`src/rtl/fan_speed_ramp.sv`:
```
// fan_speed_ramp: turns a 2-bit speed level plus enable into a slew-limited PWM duty.
// Ports: clk; reset_n async active-low; enable/level select the target duty;
// duty drives the PWM generator; busy is high in KICK/RAMP, at_target in IDLE/HOLD.
module fan_speed_ramp #(
    parameter int N          = 8,
    parameter int CLK_FREQ   = 100_000_000,
    parameter int STEP_HZ    = 1000,
    parameter int STEP       = 1,
    parameter int KICK_TICKS = 200,
    parameter int LVL1       = 85,
    parameter int LVL2       = 170,
    parameter int LVL3       = 255
) (
    input  logic         clk,
    input  logic         reset_n,
    input  logic         enable,
    input  logic [1:0]   level,
    output logic [N-1:0] duty,
    output logic         busy,
    output logic         at_target
);
    localparam int TP = CLK_FREQ / STEP_HZ;
    localparam int PW = TP > 1 ? $clog2(TP) : 1;
    localparam int KW = $clog2(KICK_TICKS + 2);

    typedef enum logic [1:0] {IDLE, KICK, RAMP, HOLD} state_t;

    state_t        state, state_nx;
    logic [PW-1:0] pcnt;
    logic [KW-1:0] kcnt, kcnt_nx;
    logic [N-1:0]  target, duty_nx, ramp_val;
    logic [N:0]    up, dn;
    logic          tick, kick_done, busy_nx;

    assign target = (!enable || level == 2'd0) ? '0 :
                    level == 2'd1 ? N'(LVL1) :
                    level == 2'd2 ? N'(LVL2) : N'(LVL3);

    assign tick      = pcnt == PW'(TP - 1);
    assign kick_done = tick && (kcnt + KW'(1) == KW'(KICK_TICKS));

    // One extra bit catches overflow past 2^N-1 and underflow below 0,
    // so both directions clamp to the target instead of wrapping.
    assign up       = {1'b0, duty} + (N+1)'(STEP);
    assign dn       = {1'b0, duty} - (N+1)'(STEP);
    assign ramp_val = duty < target ? (up > {1'b0, target} ? target : up[N-1:0]) :
                      duty > target ? ((dn[N] || dn[N-1:0] < target) ? target : dn[N-1:0]) :
                      duty;

    always_ff @(posedge clk or negedge reset_n) begin
        if (!reset_n) begin
            state     <= IDLE;
            duty      <= '0;
            busy      <= 1'b0;
            at_target <= 1'b1;
            pcnt      <= '0;
            kcnt      <= '0;
        end else begin
            state     <= state_nx;
            duty      <= duty_nx;
            busy      <= busy_nx;
            at_target <= !busy_nx;
            pcnt      <= tick ? '0 : pcnt + PW'(1);
            kcnt      <= kcnt_nx;
        end
    end

    // Dropping the target during the kick hands over to RAMP so the motor
    // slews down from full duty rather than being cut.
    always_comb begin
        state_nx = state;
        case (state)
            IDLE: if (target != '0) state_nx = KICK_TICKS > 0 ? KICK : RAMP;
            KICK: if (target == '0 || kick_done) state_nx = RAMP;
            RAMP: if (duty == target) state_nx = target == '0 ? IDLE : HOLD;
            HOLD: if (duty != target) state_nx = RAMP;
            default: state_nx = IDLE;
        endcase
    end

    always_comb begin
        duty_nx = state_nx == KICK ? '1 : (state == RAMP && tick) ? ramp_val : duty;
        kcnt_nx = state != KICK ? '0 : tick ? kcnt + KW'(1) : kcnt;
        busy_nx = state_nx == KICK || state_nx == RAMP;
    end
endmodule

```
`config.mk`:
```
export PLATFORM = sky130hd
export DESIGN_NAME = fan_speed_ramp
export DESIGN_NICKNAME = d
export VERILOG_FILES = /design/src/rtl/fan_speed_ramp.sv
export SDC_FILE = /design/constraint.sdc
export NUM_CORES = 1
export LEC_CHECK = 0
export CORE_ASPECT_RATIO = 0.9
export CORE_MARGIN = 2
export CORE_UTILIZATION = 40
export DETAILED_ROUTE_END_ITERATION = 16
export MAX_ROUTING_LAYER = met4
export SYNTH_ARGS = -nofsm -noshare
export SYNTH_HDL_FRONTEND = slang
export SYNTH_SLANG_ARGS = --single-unit
```
`constraint.sdc`:
```
create_clock -name clk -period 4.5 [get_ports clk]
set_clock_uncertainty 0.05 [all_clocks]
set_input_delay 0.45 -clock clk [delete_from_list [all_inputs] [get_ports clk]]
set_output_delay 0.45 -clock clk [all_outputs]
set_load 0.01 [all_outputs]
```
# After elaboration in Yosys (flattened, before gate mapping)

Index checks and enable logic that the tools add are counted.

Register bits after elaboration: 37
Input bits: 5
Output and inout bits: 10
Word-level logic and storage cells: 60

$add $sub $neg: 4
$lt $le $gt $ge: 4
Equality and inequality tests: 12
Mux-type cells: 18
Reductions and logical operators: 16

Operators by type and width:

| kind                                                                | number |
|---|---|
| 8-bit two-way mux                                                   | 10 |
| 17-bit by 1-bit adder with 17-bit output (second input constant)    | 1 |
| 17-bit == test (second input constant)                              | 1 |
| 17-bit two-way mux                                                  | 1 |
| 8-bit < comparator                                                  | 2 |
| 2-bit two-way mux                                                   | 5 |
| 8-bit by 1-bit adder with 9-bit output (second input constant)      | 1 |
| 9-bit by 8-bit greater-than comparator with 1-bit output            | 1 |
| 8-bit by 1-bit subtractor with 9-bit output (second input constant) | 1 |
| 8-bit by 1-bit adder with 8-bit output (second input constant)      | 1 |
| 2-bit == test (second input constant)                               | 4 |
| 8-bit == test                                                       | 1 |
| 8-bit == test (second input constant)                               | 1 |
| 8-bit greater-than comparator                                       | 1 |
| 8-bit logical NOT                                                   | 1 |
| 8-bit inequality test                                               | 1 |
| 2-bit one-hot mux with 4 select lines                               | 1 |
| 8-bit nonzero test                                                  | 1 |
| 7-bit two-way mux                                                   | 1 |
| 2-bit by 1-bit == test with 1-bit output (second input constant)    | 3 |
| 2-bit logical NOT                                                   | 2 |
| 1-bit logical OR                                                    | 4 |
| 2-bit nonzero test                                                  | 2 |
| 3-bit nonzero test                                                  | 1 |
| 4 further kinds                                                     | 6 |

# Depth between registers and ports, before layout

Depth after elaboration: 11
Mapped depth: 15
Depth with buffers taken out: 14

# Least setup slack after synthesis

No wires, ideal clock.

Kind: register to register
Start: register pcnt[12]
End: register duty[6]
Arrival time: 2.965 ns
Path slack: 1.347 ns
Stages on the path, launching flop included: 12
Path buffers: 0
Cell sequence: dfrtp_1 or4_4 nor4_4 o2111ai_1 a21oi_1 o21a_1 nor2_1 a21o_1 ha_1 or3_4 o41ai_2 a22oi_1

Longest elaborated chain between the ends: 8
Elaborated cells between the ends (all ways): 11

Ends and longest elaborated chain:

| element                                                            | line | RTL |
|---|---|---|
| start, declared                                                    | 29   | `logic [PW-1:0] pcnt;` |
| start signal, assigned                                             | 63   | `pcnt <= tick ? '0 : pcnt + PW'(1);` |
| 17-bit == test *                                                   | 39   | `assign tick = pcnt == PW'(TP - 1);` |
| 1-bit logical AND                                                  | 40   | `assign kick_done = tick && (kcnt + KW'(1) == KW'(KICK_TICKS));` |
| 1-bit logical OR                                                   | 74   | `KICK: if (target == '0 \|\| kick_done) state_nx = RAMP;` |
| 2-bit two-way mux                                                  | 74   |  |
| 2-bit one-hot mux with 4 select lines                              | 72   | `case (state)` |
| 2-bit by 1-bit == test with 1-bit output                           | 82   | `duty_nx = state_nx == KICK ? '1 : (state == RAMP && tick) ? ramp_val : duty;` |
| 3-bit nonzero test (no line) or 2-bit nonzero test (tied branches) | -    |  |
| 2-bit AND reduction (no line)                                      | -    |  |
| end signal, assigned                                               | 60   | `duty <= duty_nx;` |
| end, declared                                                      | 18   | `output logic [N-1:0] duty,` |

Every way passes the cells marked *; elsewhere a longest branch is shown, timed or not.
A chain may end at the register's enable or synchronous reset.

# Final worst setup path

Start: register duty[0]
End: register duty[0]

Longest elaborated chain between the ends: 8
Elaborated cells between the ends (all ways): 22

Ends and longest elaborated chain:

| element                                     | line | RTL |
|---|---|---|
| 8-bit by 1-bit subtractor with 9-bit output | 45   | `assign dn = {1'b0, duty} - (N+1)'(STEP);` |
| 8-bit < comparator                          | 47   | `duty > target ? ((dn[N] \|\| dn[N-1:0] < target) ? target : dn[N-1:0]) :` |
| 1-bit logical OR                            | 47   |  |
| 8-bit two-way mux (2 in a row)              | 47   |  |
| 8-bit two-way mux                           | 46   | `assign ramp_val = duty < target ? (up > {1'b0, target} ? target : up[N-1:0]) :` |
| 8-bit two-way mux (2 in a row)              | 82   |  |

Parallel ways exist; a longest one is shown, timed or not. The select of a mux whose other input is x is not followed.

==> metrics <==
CTS tree done; diodes inserted 0; design area 3150 um2; Mean Syn Cell Area 8.83 um2; mapped cell area 2830 um2; die width around 90 um; wire per inst ~15 um; vias in the first global route 2170; CP max stage cell dfrtp_1; Worst EP required between 4 and 5 ns; overall via count from detail_route 2357; Hold Vio Cnt, Final 0; post-layout util 0.453; Post-synth ARST share 1.00; kind of critical path reg2reg; residual DRC count 0; final HPWL from detailed placement 4760 um; Layout Cells excl Fill roughly 430; critical path's largest stage delay 0.50 ns; area grow syn2layout 11.3%; Mapped Nets 347; Worst-Margin Slew 0.812 ns; number of top-level pins 15; worst-path maximum fanout 8; R2R Path End duty[0]; first-pass GRT wire length between 10000 and 15000 um; Final Cycle Share 0.753; HP Class in2async; max_cap viols 0; layout cell share with drive strength beyond 1 0.0868; Avg Vias per Cell around 5.5; Post-CTS Setup Bufs 0; CP endpoint kind flip-flop; post-synthesis instance total approximately 320; hold slack a little over 0.2 ns; Routed WL between 6000 and 7000 um; Area after DPL 3040 um2; TritonCTS Buffers 5; root buf cell clkbuf_8; Worst R2R Start duty[0]; die area 7780 um2; starting density of the core 0.407; Core Area 6970 um2; RSZ-0062 raised after global routing false; arrival time at the worst endpoint 3.51 ns; final setup TNS 0 ns; largest net degree at the start of global routing 38; crit path time final 3.39 ns; clk sinks 37; Slew headroom 0.458; initial antenna violation count 0; hold_buf cts 0; power per cell area 539 nW/um2; YS warnings 0; Total GRT Usage 0.184; Die Y 83.9 um; Reg2Reg Depth 14; distinct cell type count after synthesis 62; Post-synth EDFFs 0; ANT nets after route 0; Max Slew Vio Count 0; ys flop type dfrtp_1; PostCTS Resize Cnt 0; # H-tree levels 2; worst vdd ir around 0.00022 V; final setup vio count 0; DRT Pass-1 Iters 4; Clk Latency, worst-skew pair 0.29 ns; run status completed; sequential cell area fraction in the yosys report 0.327; Iter 0 DRT Violations 174; startpoint types flip-flop; worst-path cell chain inv_1 -> ha_1 -> nand2_1 -> xor2_1 -> inv_1 -> ha_1 -> nand2_1 -> a21oi_1 -> and3_1 -> a211o_1 -> a31o_2 -> and2_0 -> o21a_1 -> o32a_1; RD Place Congestion 0.901; CTS clk-pin slew, worst paths roughly 0.080 ns; Filler cells between 600 and 700; row cnt 29; final layout net count 359; r2r setup slk 1.11 ns; Pleak 1.26 nW; #FFs+latches synth 37; fmax roughly 0.29 GHz; GR Overflow Total 0; clk buf depth 2; Cells after DPL between 400 and 500; IO buf count 14
## cell families (layout without fill, tap and decap cells)
kind of cell,Yosys count,in the layout,share of synthesized area
fa+ha+maj,21,21,0.0927
xor+xnor,34,34,0.105
mux,3,3,0.0106
compound gates,74,74,0.177
flops,37,37,0.327
buf+inv,24,37,0.0433
simple gates,128,128,0.245
## layout by cell type, fill, tap and decap left out, drive strengths merged, types with 8 or more instances in the layout
cell           count
a21oi             17
clkdlybuf4s50     13
dfrtp             36
ha                21
inv               11
nand2             23
nand3             14
nand4              8
nor2              38
o21ai             16
xnor2             21
xor2              13
## report_power, final
group / switching, W / total, W / internal, W
clock: 0.000115 / 0.000296 / 0.000181
combinational: 0.000517 / 0.000932 / 0.000415
sequential: 0.0000945 / 0.000472 / 0.000377
## routing by layer
metal | wire (um) | global-route usage | vias up
met3 | 408 | 0.0325 | 5
li1 | - | - | 1187
met4 | 53 | 0.0428 | 0
met5 | 0 | - | -
met2 | 2720 | 0.260 | 54
met1 | 3170 | 0.274 | 1111
## flip-flops by register name, indices dropped and copies added, names as in the netlist
signal and count:
at_target 1, busy 1, duty 8, kcnt 8, pcnt 17, state 2
## per-stage QoR
step	setup slack, ns	power [W]
floorplan	1.35	0.00115
detailed placement	0.864	0.00140
global route	0.774	0.00185
CTS	1.12	0.00170
global placement	0.939	0.00139
finish	1.11	0.00170
## synthesized netlist by cell type (5+ instances only)
cell,count,area [um2]
xnor2_1,21,184
nor2_1,38,143
dfrtp_1,36,901
ha_1,21,263
nand3_1,14,70.1
a211oi_1,5,37.5
inv_1,10,37.5
a22oi_1,5,37.5
nand4_1,8,50.1
or3_1,6,37.5
o21ai_0,15,75.1
xor2_1,13,114
nand2_1,21,78.8
a21oi_1,17,85.1
and3_1,5,31.3
## cell type report
type / instances / area, um2 / share of cell area
inverter: 11 / 43.8 / 0.0139
sequential: 37 / 927 / 0.294
multi-input combinational: 260 / 1780 / 0.566
timing repair buffer: 18 / 165 / 0.0524
tap: 93 / 116 / 0.0369
clock inverter: 1 / 30.0 / 0.00952
clock buffer: 7 / 86.3 / 0.0274
## critical path: cells and delay by family, from the launching register on
family | cells | cell delay (ns)
adder cells (fa/ha/maj) | 2 | 0.60
flip-flops | 1 | 0.50
AO/OA/AOI/OAI | 5 | 1.07
buffers and inverters | 2 | 0.21
XOR/XNOR | 1 | 0.21
AND/OR/NAND/NOR | 4 | 0.64
## worst max path at each step
stage / cells after the start / startpoint / end / slack [ns]
2_1_floorplan: 11 / pcnt[12] / duty[6] / 1.35
6_report: 14 / duty[0] / duty[0] / 1.11
5_1_grt: 11 / enable / duty[3] / 0.77
3_5_place_dp: 12 / enable / duty[0] / 0.86
3_3_place_gp: 12 / enable / duty[0] / 0.94
4_1_cts: 14 / duty[0] / duty[0] / 1.12
No activity file was read; power rests on OpenSTA's default activity.
